===== src/rtl/spi_apb_master.sv =====
// SPI (mode 0, MSB first) debug-link front end driving an APB master.
// A frame is one command byte {write, 2'bx, start_addr[4:0]} followed by
// data bytes; every data byte is one APB transfer at an auto-incremented
// address. All SPI pins are oversampled on PCLK.
`timescale 1ns/1ps
module spi_apb_master #(
    parameter int SYNC_STAGES = 2,
    parameter int ADDR_W      = 5
) (
    input  logic              PCLK,
    input  logic              PRESET,
    input  logic              SPI_SCK,
    input  logic              SPI_CS_N,
    input  logic              SPI_MOSI,
    output logic              SPI_MISO,
    output logic              PSEL,
    output logic [ADDR_W-1:0] PADDR,
    output logic              PENABLE,
    output logic              PWRITE,
    output logic [7:0]        PWDATA,
    input  logic [7:0]        PRDATA,
    input  logic              PREADY,
    output logic              BUSY,
    output logic              ERR
);

    typedef enum logic [2:0] {
        IDLE, CMD, RD_SETUP, RD_ACCESS, DATA, WR_SETUP, WR_ACCESS, DRAIN
    } state_t;

    state_t                 state;
    logic [SYNC_STAGES-1:0] sck_sync;
    logic [SYNC_STAGES-1:0] cs_sync;
    logic [SYNC_STAGES-1:0] mosi_sync;
    logic                   sck_d;
    logic                   cs_d;
    logic [2:0]             bit_cnt;
    logic [7:0]             rx_sr;
    logic [7:0]             tx_sr;
    logic [ADDR_W-1:0]      addr;
    logic                   wr;

    logic       sck_s, cs_s, mosi_s;
    logic       sck_rise, sck_fall, cs_fall, cs_active;
    logic       byte_done;
    logic [7:0] rx_byte;
    logic       rd_overrun, wr_overrun;

    assign sck_s     = sck_sync[SYNC_STAGES-1];
    assign cs_s      = cs_sync[SYNC_STAGES-1];
    assign mosi_s    = mosi_sync[SYNC_STAGES-1];
    assign sck_rise  = sck_s & ~sck_d;
    assign sck_fall  = ~sck_s & sck_d;
    assign cs_fall   = ~cs_s & cs_d;
    assign cs_active = ~cs_s;
    assign byte_done = sck_rise & cs_active & (bit_cnt == 3'd7);
    assign rx_byte   = {rx_sr[6:0], mosi_s};

    // A host edge that lands while the bus is still fetching/writing the
    // previous byte means the host is outrunning the slave.
    assign rd_overrun = sck_rise & cs_active & ((state == RD_SETUP) | (state == RD_ACCESS));
    assign wr_overrun = byte_done & ((state == WR_SETUP) | (state == WR_ACCESS));

    assign SPI_MISO = ((state == DATA) && !wr) ? tx_sr[7] : 1'b0;
    assign BUSY     = (state != IDLE);

    // Synchronise host pins; CS_N resets to the inactive level so that leaving
    // reset never looks like a chip-select edge.
    always_ff @(posedge PCLK or posedge PRESET) begin
        if (PRESET) begin
            sck_sync  <= '0;
            cs_sync   <= '1;
            mosi_sync <= '0;
            sck_d     <= 1'b0;
            cs_d      <= 1'b1;
        end else begin
            // NOTE: sequential state uses non-blocking assignments so each flop samples pre-edge values.
            sck_sync  <= {sck_sync[SYNC_STAGES-2:0], SPI_SCK};
            cs_sync   <= {cs_sync[SYNC_STAGES-2:0], SPI_CS_N};
            mosi_sync <= {mosi_sync[SYNC_STAGES-2:0], SPI_MOSI};
            sck_d     <= sck_s;
            cs_d      <= cs_s;
        end
    end

    // Count bits within the frame and assemble the incoming byte.
    always_ff @(posedge PCLK or posedge PRESET) begin
        if (PRESET) begin
            bit_cnt <= '0;
            rx_sr   <= '0;
        end else begin
            if (cs_fall)
                bit_cnt <= '0;
            else if (sck_rise && cs_active)
                bit_cnt <= bit_cnt + 3'd1;
            if (sck_rise && cs_active)
                rx_sr <= rx_byte;
        end
    end

    // Frame/APB sequencer with registered bus outputs, read shifter and error flag.
    always_ff @(posedge PCLK or posedge PRESET) begin
        if (PRESET) begin
            state   <= IDLE;
            PSEL    <= 1'b0;
            PENABLE <= 1'b0;
            PWRITE  <= 1'b0;
            PADDR   <= '0;
            PWDATA  <= '0;
            addr    <= '0;
            wr      <= 1'b0;
            tx_sr   <= '0;
            ERR     <= 1'b0;
        end else begin
            if (cs_fall)
                ERR <= 1'b0;
            else if (rd_overrun || wr_overrun)
                ERR <= 1'b1;

            // The fall right after a completed byte (bit_cnt == 0) belongs to the
            // gap where the next byte is being fetched, so it must not shift.
            if (state == DATA && !wr && sck_fall && bit_cnt != 3'd0)
                tx_sr <= {tx_sr[6:0], 1'b0};

            case (state)
                IDLE: begin
                    if (cs_fall)
                        state <= CMD;
                end
                CMD: begin
                    if (!cs_active) begin
                        state <= IDLE;
                    end else if (byte_done) begin
                        addr <= ADDR_W'(rx_byte[4:0]);
                        wr   <= rx_byte[7];
                        if (rx_byte[7]) begin
                            state <= DATA;
                        end else begin
                            state  <= RD_SETUP;
                            PSEL   <= 1'b1;
                            PWRITE <= 1'b0;
                            PADDR  <= ADDR_W'(rx_byte[4:0]);
                        end
                    end
                end
                DATA: begin
                    if (!cs_active) begin
                        state <= IDLE;
                    end else if (byte_done) begin
                        PSEL  <= 1'b1;
                        PADDR <= addr;
                        if (wr) begin
                            state  <= WR_SETUP;
                            PWRITE <= 1'b1;
                            PWDATA <= rx_byte;
                        end else begin
                            // Prefetch the next address while the host clocks out this one.
                            state  <= RD_SETUP;
                            PWRITE <= 1'b0;
                        end
                    end
                end
                RD_SETUP, WR_SETUP: begin
                    PENABLE <= 1'b1;
                    if (!cs_active)
                        state <= DRAIN;
                    else if (state == WR_SETUP)
                        state <= WR_ACCESS;
                    else
                        state <= RD_ACCESS;
                end
                RD_ACCESS, WR_ACCESS: begin
                    if (PREADY) begin
                        PSEL    <= 1'b0;
                        PENABLE <= 1'b0;
                        addr    <= addr + ADDR_W'(1);
                        if (state == RD_ACCESS)
                            tx_sr <= PRDATA;
                        state <= cs_active ? DATA : IDLE;
                    end else if (!cs_active) begin
                        state <= DRAIN;
                    end
                end
                DRAIN: begin
                    // Frame is over; finish the bus transfer cleanly and drop read data.
                    if (PREADY) begin
                        PSEL    <= 1'b0;
                        PENABLE <= 1'b0;
                        state   <= IDLE;
                    end
                end
                default: state <= IDLE;
            endcase
        end
    end

endmodule


===== config.mk =====
export PLATFORM = sky130hd
export DESIGN_NAME = spi_apb_master
export DESIGN_NICKNAME = d
export VERILOG_FILES = /design/src/rtl/spi_apb_master.sv
export SDC_FILE = /design/constraint.sdc
export NUM_CORES = 1
export LEC_CHECK = 0
export ABC_CLOCK_PERIOD_IN_PS = 2380
export BUFFER_PORTS_ARGS = -buffer_cell sky130_fd_sc_hd__clkbuf_2
export CAP_MARGIN = 5
export CORE_MARGIN = 2
export CORE_UTILIZATION = 40
export CTS_BUF_LIST = sky130_fd_sc_hd__clkbuf_16
export DETAILED_ROUTE_END_ITERATION = 12
export SYNTH_ARGS = -nofsm -noshare
export SYNTH_HDL_FRONTEND = slang
export SYNTH_SLANG_ARGS = --single-unit
export TNS_END_PERCENT = 100

===== constraint.sdc =====
create_clock -name PCLK -period 2.38 [get_ports PCLK]
set_input_delay 0.714 -clock PCLK [delete_from_list [all_inputs] [get_ports PCLK]]
set_output_delay 0.714 -clock PCLK [all_outputs]
set_load 0.01 [all_outputs]

======== Word level (Yosys, flattened, before mapping) ========
Index checks and enable logic that the tools add are counted.
storage, ports and cells
  bits in registers ....................... 52
  logic and storage cells ................. 124
cells by class
  $add $sub $neg .......................... 2
  equal/unequal tests ..................... 20
  muxes and demuxes ....................... 48
  bitwise operators ....................... 12
  reductions and logical operators ........ 25
operators by type and width
  cell                 number
  $mux 3               15
  $mux 5               8
  $mux 8               4
  $pmux 5 s2           2
  $pmux 3 s6           1
  $ne 2x2->1 const B   8
  $eq 3x3->1 const B   5
  $mux 1               15
  $reduce_bool 2->1    5
  $ne 3x3->1 const B   3
  $reduce_bool 3->1    3
  $reduce_and 4->1     2
  $and 1x1->1          7
  $reduce_and 7->1     1
  $eq 3x2->1 const B   2
  $reduce_and 6->1     1
  $add 5x1->5 const B  1
  $reduce_and 5->1     1
  $logic_and 1x1->1    4
  $pmux 1 s2           2
  $reduce_or 2->1      2
  $add 3x1->3 const B  1
  $eq 3x1->1 const B   1
  $logic_not 3->1      1
  other kinds (9)      12

======== Logic depth before layout (Yosys ltp) ========
Gate-level depths: netlist of the first run.
  depth in word-level cells ............... 8
  gate-level depth with buffers ........... 7
  gate-level depth less buffers ........... 6

======== Worst setup path after synthesis of the first run ========
OpenSTA, ideal clock, no wires.
  path kind ............................... reg2out
  from .................................... reg state[0]
  to ...................................... out SPI_MISO
  data arrival time ....................... 1.099 ns
  required time ........................... 1.666 ns
  path slack .............................. 0.567 ns
  cell stages (with the launch flop) ...... 5
  buffers on the path ..................... 2
  path through ............................ dfrtp_1 -> buf_4 -> nor3b_1 -> buf_4 -> and3b_1
on the way
  word-level cells in the longest chain between the ends .. 3
ends and longest elaborated chain
  what                    RTL line  source
  from (decl)             31        state_t state;
  from (signal assigned)  179       state <= cs_active ? DATA : IDLE;
  $eq 3x3->1              64        assign SPI_MISO = ((state == DATA) && !wr) ? tx_sr[7] : 1'b0;
  $logic_and 1x1->1       64
  $mux 1                  64
  to (decl)               15        output logic SPI_MISO,
Every way passes these cells.

======== Final worst setup path of the first run ========
  from .................................... reg state[2]
  to ...................................... out SPI_MISO
Same word-level chain as after synthesis.

==> impl_metrics.env, run 1 <==
export IMPL_total_switching_power_uw=1080
export IMPL_track_usage=0.147
export IMPL_maxCapViolCount=0
export IMPL_path_cells="nor3b_1 > and3b_1 > clkbuf_2"
export IMPL_grt_max_degree=30
export IMPL_crit_required_ns=1.67
export IMPL_cts_repair_resized=0
export IMPL_maxSlewViolCount=0
export IMPL_period_minus_slack_ns=2.17
export IMPL_grt_ovfl_total=0
export IMPL_area_growth_pct=15.6
export IMPL_ys_seq_area_frac=0.508
export IMPL_yosysWarnings=0
export IMPL_worstRegToRegCells=5
export IMPL_powerDensity_mw_per_mm2=1050
export IMPL_synth_seq_cells=52
export IMPL_synth_nets=244
export IMPL_peakVddDrop_v=0.000509
export IMPL_ctsHtreeMaxLevel=2
export IMPL_seqCellArea_mm2=0.00131
export IMPL_synth_edff_count=0
export IMPL_leakage_uw=0.00144
export IMPL_drc=0
export IMPL_worstReg2RegStart="state[2]"
export IMPL_swShare=0.347
export IMPL_cell_internal_pwr_uw=2040
export IMPL_detailroute_via_count=1766
export IMPL_first_pass_iters=5
export IMPL_r2r_slack_ns=0.29
export IMPL_power_share_combinational=0.361
export IMPL_critPathMaxStageDelay_ns=0.55
export IMPL_grt_first_pass_wirelength_mm=8.26
export IMPL_initial_utilization=0.410
export IMPL_setup_viol=0
export IMPL_cts_root_buf="clkbuf_16"
export IMPL_post_cts_buffers=0
export IMPL_cp_slowest_cell="dfrtp_1"
export IMPL_final_cell_mix="dfrtp_1 (49), clkbuf_2 (32), mux2_2 (17), a21oi_1 (17)"
export IMPL_rsz0062_at_grt="no"
export IMPL_port_buffer_count=32
export IMPL_clkTransAtPathRegs_ns=0.07
export IMPL_synthCells=226
export IMPL_num_antenna_cells=0
export IMPL_crit_arrival_ns=1.46
export IMPL_viasPerCell=5.21
export IMPL_crit_path_start="state[2]"
export IMPL_cp_end_kind="output port"
export IMPL_outcome="complete, no violations"
export IMPL_cts_buffers_inserted=5
export IMPL_crit_family="flip-flops"
export IMPL_min_path_type="reg2reg"
export IMPL_endpoint="SPI_MISO"
export IMPL_clk_latency_ns=0.29
export IMPL_setup_tns_ns=0
export IMPL_ys_async_sr_fraction=1.00
export IMPL_worst_pin_slew_ns=0.568
export IMPL_drt_wl_total_mm=4.76
export IMPL_first_iter_violations=131
export IMPL_dieArea_mm2=0.00709
export IMPL_fin_skew_ns=0.00469
export IMPL_core_area_mm2=0.00628
export IMPL_pwr_share_clk=0.221
export IMPL_synth_cell_types=56
export IMPL_final_antenna_net_count=0
export IMPL_nFillCells=592
export IMPL_cts_hold_buf=0
export IMPL_die_x_um=84.2
export IMPL_period_share=0.912
export IMPL_first_global_vias=1702
export IMPL_seqPwrFrac=0.418
export IMPL_wl_per_cell_um=14.0
export IMPL_dp_hpwl_mm=3.41
export IMPL_max_freq_ghz=0.461
export IMPL_num_rows=29
export IMPL_ios=33
export IMPL_crit_buf_inv=1
export IMPL_path_class="reg2out"
export IMPL_synthFlopType="dfrtp_1"
export IMPL_crit_fanout=12
export IMPL_cp_depth=3
export IMPL_final_common_cell="dfrtp_1"
export IMPL_avgSynthCellArea_um2=11.4
export IMPL_gp_congestion=0.803
export IMPL_holdWs_ns=0.350
export IMPL_finalNetCount=279
export IMPL_antenna_found_initial=0
export IMPL_hold_viol=0
export IMPL_worst_setup_path_start_kind="flop"
export IMPL_cts_tree="built"
export IMPL_relSlewSlack=0.620
export IMPL_cts_sinks=52
export IMPL_drive_above_1_share=0.302
export IMPL_die_h_um=84.2
export IMPL_synth_cell_area_mm2=0.00257
export IMPL_clockBufferDepth=2
export IMPL_r2r_end="tx_sr[2]"
export IMPL_multiInputGateArea_mm2=0.00116
per-stage QoR:
| step | setup WS (ns) | std cells | util | area [µm²] | power [µW] |
|---|---|---|---|---|---|
| 6_report | 0.209 | 339 | 0.474 | 2970 | 3120 |
| 2_1_floorplan | 0.413 | 226 | - | 2570 | 2170 |
| 4_1_cts | 0.193 | 339 | 0.474 | 2970 | 3160 |
| 3_3_place_gp | 0.360 | 331 | 0.451 | 2830 | 2440 |
| 5_1_grt | 0.0623 | 339 | 0.474 | 2970 | 3350 |
| 3_5_place_dp | 0.308 | 331 | 0.451 | 2830 | 2460 |
Yosys cell counts, drive strengths merged (2+ instances only):
library cell | number | area [µm²]
clkbuf | 2 | 7.51
o221ai | 2 | 17.5
nand2 | 7 | 28.8
buf | 10 | 61.3
ha | 4 | 50.1
o21ai | 7 | 35.0
nand3 | 3 | 15.0
o2bb2ai | 3 | 26.3
o211a | 2 | 20.0
dfstp | 3 | 78.8
inv | 10 | 37.5
nor3 | 6 | 41.3
o22ai | 3 | 18.8
nor3b | 4 | 35.0
dfrtp | 49 | 1230
a211oi | 3 | 27.5
mux2 | 18 | 203
nor2b | 9 | 56.3
mux2i | 15 | 150
a21oi | 17 | 85.1
or2 | 2 | 15.0
and3 | 2 | 12.5
nand2b | 3 | 18.8
nor2 | 15 | 56.3
o22a | 2 | 17.5
o31ai | 2 | 15.0
and3b | 2 | 17.5
a21boi | 2 | 18.8
worst min path at each step:
| stage | from | endpoint | cells after the start |
|---|---|---|---|
| finish | mosi_sync[0] | mosi_sync[1] | 0 |
| global route | cs_sync[0] | cs_sync[1] | 0 |
| CTS | mosi_sync[0] | mosi_sync[1] | 0 |
| detailed placement | mosi_sync[0] | mosi_sync[1] | 0 |
| global placement | mosi_sync[0] | mosi_sync[1] | 0 |
| floorplan | mosi_sync[0] | mosi_sync[1] | 0 |
worst register-to-register path, delay by kind of cell, from the launching register on:
kind	cells	cell delay, ns
AOI/OAI and AO/OA	1	0.09
and+or+nand+nor	2	0.76
buffers and inverters	1	0.25
muxes	1	0.30
DFF	1	0.55
layer usage:
metal / vias up / global-route usage / part of all wire
met4: 0 / 0.0572 / 0.018
met5: - / 0 / 0
met2: 20 / 0.229 / 0.46
met3: 5 / 0.0334 / 0.032
li1: 883 / - / -
met1: 858 / 0.201 / 0.49
power groups by stage:
stage	Combinational, µW	Sequential, µW	Clock [µW]
6_report	1130	1310	689
5_1_grt	1260	1340	746
4_1_cts	1140	1310	712
3_5_place_dp	1130	1320	0
3_3_place_gp	1120	1320	0
2_1_floorplan	934	1240	0
state kept, by name, summed over array words and instances, names as in the netlist:
name / flops
bit_cnt: 3
wr: 1
PWDATA: 8
sck_sync: 2
sck_d: 1
PSEL: 1
PADDR: 5
cs_d: 1
PENABLE: 1
mosi_sync: 2
addr: 5
PWRITE: 1
state: 3
ERR: 1
tx_sr: 8
rx_sr: 7
cs_sync: 2
final cells by class:
type,count,area share
sequential,52,0.439
inverter,10,0.0126
timing repair buffer,40,0.0783
tap,77,0.0324
multi-input combinational,152,0.390
clock buffer,5,0.0421
clock inverter,3,0.00547
cell families after synthesis:
logic type      Yosys count  synth area share
compound gates           51             0.135
xor+xnor                  2           0.00681
simple gates             61             0.148
fa+ha+maj                 5            0.0234
mux                      33             0.137
buf+inv                  22            0.0414
flops                    52             0.508
(Power assumes the default switching activity.)
==> run 2, diff against run 1 <==
- ABC_CLOCK_PERIOD_IN_PS: 2380 -> 2600
- PLACE_DENSITY: default -> 0.61
- clock period: 2.38 -> 2.6 ns (I/O delays scaled with it)
==> run 2 against run 1 <==
  * Worst setup slack improved by 0.075 ns
  * Total power decreased by 6.3%
  * Hold slack got worse by 0.045 ns
  * Combinational power decreased by 17%
  * Non-clock buffer count decreased by 3
  * Clock skew decreased by 0.0014 ns
  * Sequential share of layout area increased by 0.19 points
  * First-iteration DRC count decreased by 36%
  * Sequential power decreased by 5%
  * Routed wire length increased by 0.67%
  * Via count decreased by 0.28%
  * Highest routed layer unchanged
==> impl_metrics.env, run 2 (synthesis gave the netlist of run 1 again) <==
export IMPL_dp_hpwl_mm=3.32
export IMPL_cts_root_buf="clkbuf_16"
export IMPL_track_usage=0.145
export IMPL_worstReg2RegStart="state[2]"
export IMPL_drc=0
export IMPL_wl_per_cell_um=14.3
export IMPL_fin_skew_ns=0.00327
export IMPL_clkTransAtPathRegs_ns=0.07
export IMPL_post_cts_buffers=0
export IMPL_first_global_vias=1707
export IMPL_crit_required_ns=1.82
export IMPL_grt_first_pass_wirelength_mm=8.25
export IMPL_outcome="complete, no violations"
export IMPL_path_class="reg2out"
export IMPL_maxSlewViolCount=0
export IMPL_antenna_found_initial=0
export IMPL_grt_ovfl_total=0
export IMPL_hold_viol=0
export IMPL_cp_end_kind="output port"
export IMPL_power_uw=2920
export IMPL_core_area_mm2=0.00628
export IMPL_powerDensity_mw_per_mm2=988
export IMPL_critPathMaxStageDelay_ns=0.63
export IMPL_die_h_um=84.2
export IMPL_cp_slowest_cell="dfrtp_1"
export IMPL_first_pass_iters=5
export IMPL_worstRegToRegCells=5
export IMPL_final_antenna_net_count=0
export IMPL_finalNetCount=276
export IMPL_nFillCells=594
export IMPL_crit_buf_inv=1
export IMPL_detailroute_via_count=1761
export IMPL_num_rows=29
export IMPL_path_cells="nor3b_1 > and3b_1 > clkbuf_2"
export IMPL_first_iter_violations=84
export IMPL_peakVddDrop_v=0.000493
export IMPL_clockBufferDepth=2
export IMPL_r2r_end="tx_sr[2]"
export IMPL_period_share=0.891
export IMPL_place_ws_ns=0.428
export IMPL_viasPerCell=5.24
export IMPL_clk_latency_ns=0.29
export IMPL_r2r_slack_ns=0.43
export IMPL_dieArea_mm2=0.00709
export IMPL_setup_viol=0
export IMPL_crit_fanout=17
export IMPL_design_area_mm2=0.00296
export IMPL_reg_top3="PWDATA (8), tx_sr (8), rx_sr (7)"
export IMPL_gp_congestion=0.818
export IMPL_rsz0062_at_grt="no"
export IMPL_leakage_uw=0.00143
export IMPL_max_freq_ghz=0.432
export IMPL_num_antenna_cells=0
export IMPL_ctsHtreeMaxLevel=2
export IMPL_initial_utilization=0.410
export IMPL_grt_max_degree=52
export IMPL_relSlewSlack=0.582
export IMPL_worst_setup_path_start_kind="flop"
export IMPL_min_path_type="in2async"
export IMPL_port_buffer_count=32
export IMPL_period_minus_slack_ns=2.32
export IMPL_dpl_cell_area_mm2=0.00280
export IMPL_holdWs_ns=0.305
export IMPL_cts_repair_resized=0
export IMPL_ios=33
export IMPL_drt_wl_total_mm=4.79
export IMPL_die_x_um=84.2
export IMPL_maxCapViolCount=0
export IMPL_final_cell_mix="dfrtp_1 (49), clkbuf_2 (32), mux2_2 (17), a21oi_1 (17)"
export IMPL_drive_above_1_share=0.293
export IMPL_final_common_cell="dfrtp_1"
export IMPL_area_growth_pct=15.1
export IMPL_cts_hold_buf=0
export IMPL_setup_tns_ns=0
export IMPL_setup_ws_ns=0.285
export IMPL_cts_sinks=52
export IMPL_cts_tree="built"
export IMPL_cts_buffers_inserted=5
export IMPL_crit_arrival_ns=1.54
export IMPL_crit_family="flip-flops"
export IMPL_worst_pin_slew_ns=0.627
[run 2: where the power goes]
part | internal (µW) | switching [µW] | total (µW)
sequential | 1000 | 252 | 1250
combinational | 481 | 456 | 937
clock | 449 | 284 | 733
total | 1930 | 992 | 2920
[run 2: area by class of cell]
| cell class | count | area, µm² | share of cell area |
|---|---|---|---|
| clock buffers | 5 | 125 | 0.0423 |
| inverters | 10 | 37.5 | 0.0127 |
| multi-input cells | 152 | 1160 | 0.392 |
| clock inverters | 3 | 38.8 | 0.0131 |
| flip-flops and latches | 52 | 1310 | 0.441 |
| repair buffers | 37 | 198 | 0.0668 |
| well taps | 77 | 96.3 | 0.0325 |
[run 2: worst reg2reg max path: stages (launching register included)]
cell      delay (ns)
dfrtp_1         0.63
nor3b_1         0.29
buf_4           0.24
nand4b_1        0.47
mux2i_1         0.31
a21oi_1         0.09
[run 2: per-layer routing]
layer	GRT usage	up-vias	wire length, µm
li1	-	866	-
met1	0.198	857	2250
met2	0.228	33	2240
met3	0.0324	5	208
met4	0.0528	0	85
met5	0	-	0
[run 2: worst max-delay path by stage]
stage,start,to,slack (ns),cells past startpoint
after floorplan,PRESET,ERR,0.57,1
after global placement,PREADY,addr[1],0.50,5
after detailed placement,state[2],tx_sr[1],0.43,5
after CTS,state[2],SPI_MISO,0.28,3
after global routing,state[2],SPI_MISO,0.14,3
final,state[2],SPI_MISO,0.28,3
[run 2: per-stage QoR]
stage	cells	util
final	336	0.472
after global routing	336	0.472
after CTS	336	0.472
after detailed placement	328	0.445
after global placement	328	0.445
after floorplan	226	-
==> run 3, diff against run 2 <==
- BUFFER_PORTS_ARGS: -buffer_cell sky130_fd_sc_hd__clkbuf_2 -> -buffer_cell sky130_fd_sc_hd__buf_2
==> run 3 against run 2 <==
  * Clock power fell by 14%
  * Clock skew grew 0.0015 ns
  * Critical path depth unchanged
  * Die area is the same
  * Non-clock buffer count did not move
  * Register-to-register slack got worse by 0.05 ns
  * Sequential power is essentially flat
  * Utilization down 0.18 points
  * Critical endpoint unchanged
  * Largest cell class unchanged
  * Largest power group unchanged
==> impl_metrics.env, run 3 (synthesis gave the netlist of run 1 again) <==
export IMPL_worst_setup_path_start_kind="flop"
export IMPL_post_route_util=0.470
export IMPL_dpl_cell_area_mm2=0.00281
export IMPL_clkTransAtPathRegs_ns=0.07
export IMPL_path_cells="nor3b_1 > and3b_1 > buf_2"
export IMPL_cts_repair_resized=0
export IMPL_viasPerCell=5.31
export IMPL_setup_viol=0
export IMPL_drc=0
export IMPL_clockBufferDepth=2
export IMPL_design_area_mm2=0.00295
export IMPL_cts_buffers_inserted=5
export IMPL_track_usage=0.145
export IMPL_grt_first_pass_wirelength_mm=8.31
export IMPL_drt_wl_total_mm=4.78
export IMPL_path_class="reg2out"
export IMPL_maxCapViolCount=0
export IMPL_leakage_uw=0.00143
export IMPL_port_buffer_count=32
export IMPL_stdcell_count=336
export IMPL_min_path_type="reg2reg"
export IMPL_dp_hpwl_mm=3.41
export IMPL_max_freq_ghz=0.422
export IMPL_first_iter_violations=119
export IMPL_outcome="complete, no violations"
export IMPL_dpl_cell_count=328
export IMPL_maxSlewViolCount=0
export IMPL_relSlewSlack=0.619
export IMPL_cts_hold_buf=0
export IMPL_cp_slowest_cell="dfrtp_1"
export IMPL_cts_root_buf="clkbuf_16"
export IMPL_antenna_found_initial=0
export IMPL_power_uw=2820
export IMPL_area_growth_pct=14.7
export IMPL_post_cts_buffers=0
export IMPL_first_global_vias=1722
export IMPL_fin_skew_ns=0.00479
export IMPL_period_share=0.911
export IMPL_ios=33
export IMPL_crit_required_ns=1.82
export IMPL_cts_sinks=52
export IMPL_final_cell_mix="dfrtp_1 (49), buf_2 (32), mux2_2 (17), a21oi_1 (17)"
export IMPL_ctsHtreeMaxLevel=2
export IMPL_num_rows=29
export IMPL_wl_per_cell_um=14.2
export IMPL_detailroute_via_count=1784
export IMPL_num_antenna_cells=0
export IMPL_finalNetCount=276
export IMPL_powerDensity_mw_per_mm2=956
export IMPL_cts_tree="built"
export IMPL_first_pass_iters=4
export IMPL_period_minus_slack_ns=2.37
export IMPL_reg_top3="PWDATA (8), tx_sr (8), rx_sr (7)"
export IMPL_crit_fanout=17
export IMPL_final_antenna_net_count=0
export IMPL_crit_family="flip-flops"
export IMPL_grt_max_degree=28
export IMPL_gp_congestion=0.781
export IMPL_drive_above_1_share=0.290
export IMPL_die_x_um=84.2
export IMPL_critPathMaxStageDelay_ns=0.64
export IMPL_rsz0062_at_grt="no"
export IMPL_cp_end_kind="output port"
export IMPL_final_common_cell="dfrtp_1"
export IMPL_worst_pin_slew_ns=0.569
export IMPL_crit_buf_inv=1
export IMPL_initial_utilization=0.410
export IMPL_dieArea_mm2=0.00709
export IMPL_crit_arrival_ns=1.59
export IMPL_setup_tns_ns=0
export IMPL_die_h_um=84.2
export IMPL_core_area_mm2=0.00628
export IMPL_peakVddDrop_v=0.000466
export IMPL_hold_viol=0
export IMPL_clk_latency_ns=0.29
export IMPL_grt_ovfl_total=0
-- run 3: path summary, 6_finish.rpt --
check,slack [ns],cells after the start,end,startpoint
worst max register to register,0.38,5,tx_sr[4],state[2]
worst min-delay path,0.35,0,sck_sync[1],sck_sync[0]
max in group asynchronous,1.44,3,cs_d,PRESET
worst max-delay path,0.23,3,SPI_MISO,state[2]
worst min register to register,0.35,0,sck_sync[1],sck_sync[0]
min in group asynchronous,0.54,2,PWDATA[3],PRESET
-- run 3: layer usage --
layer	GRT usage	up-vias	share of wire
met5	0	-	0
met4	0.0425	0	0.011
met3	0.0315	5	0.032
met2	0.216	34	0.46
met1	0.212	868	0.49
li1	-	877	-
-- run 3: area by class of cell --
| type | instances | area (µm²) |
|---|---|---|
| Clock buffer | 5 | 125 |
| Clock inverter | 3 | 15.0 |
| Fill cell | 612 | 3330 |
| Inverter | 10 | 37.5 |
| Multi-Input combinational cell | 152 | 1160 |
| Sequential cell | 52 | 1310 |
| Tap cell | 77 | 96.3 |
| Timing Repair Buffer | 37 | 210 |
-- run 3: per-stage QoR --
stage,hold WS (ns),worst slack [ns]
final,0.348,0.231
after global routing,0.361,0.0777
after CTS,0.350,0.207
after detailed placement,0.335,0.413
after global placement,0.334,0.508
after floorplan,0.331,0.567
-- run 3: power by group --
part / switching (µW) / total, µW / internal (µW)
sequential: 250 / 1250 / 1000
clock: 283 / 634 / 350
combinational: 452 / 933 / 481
total: 985 / 2820 / 1830
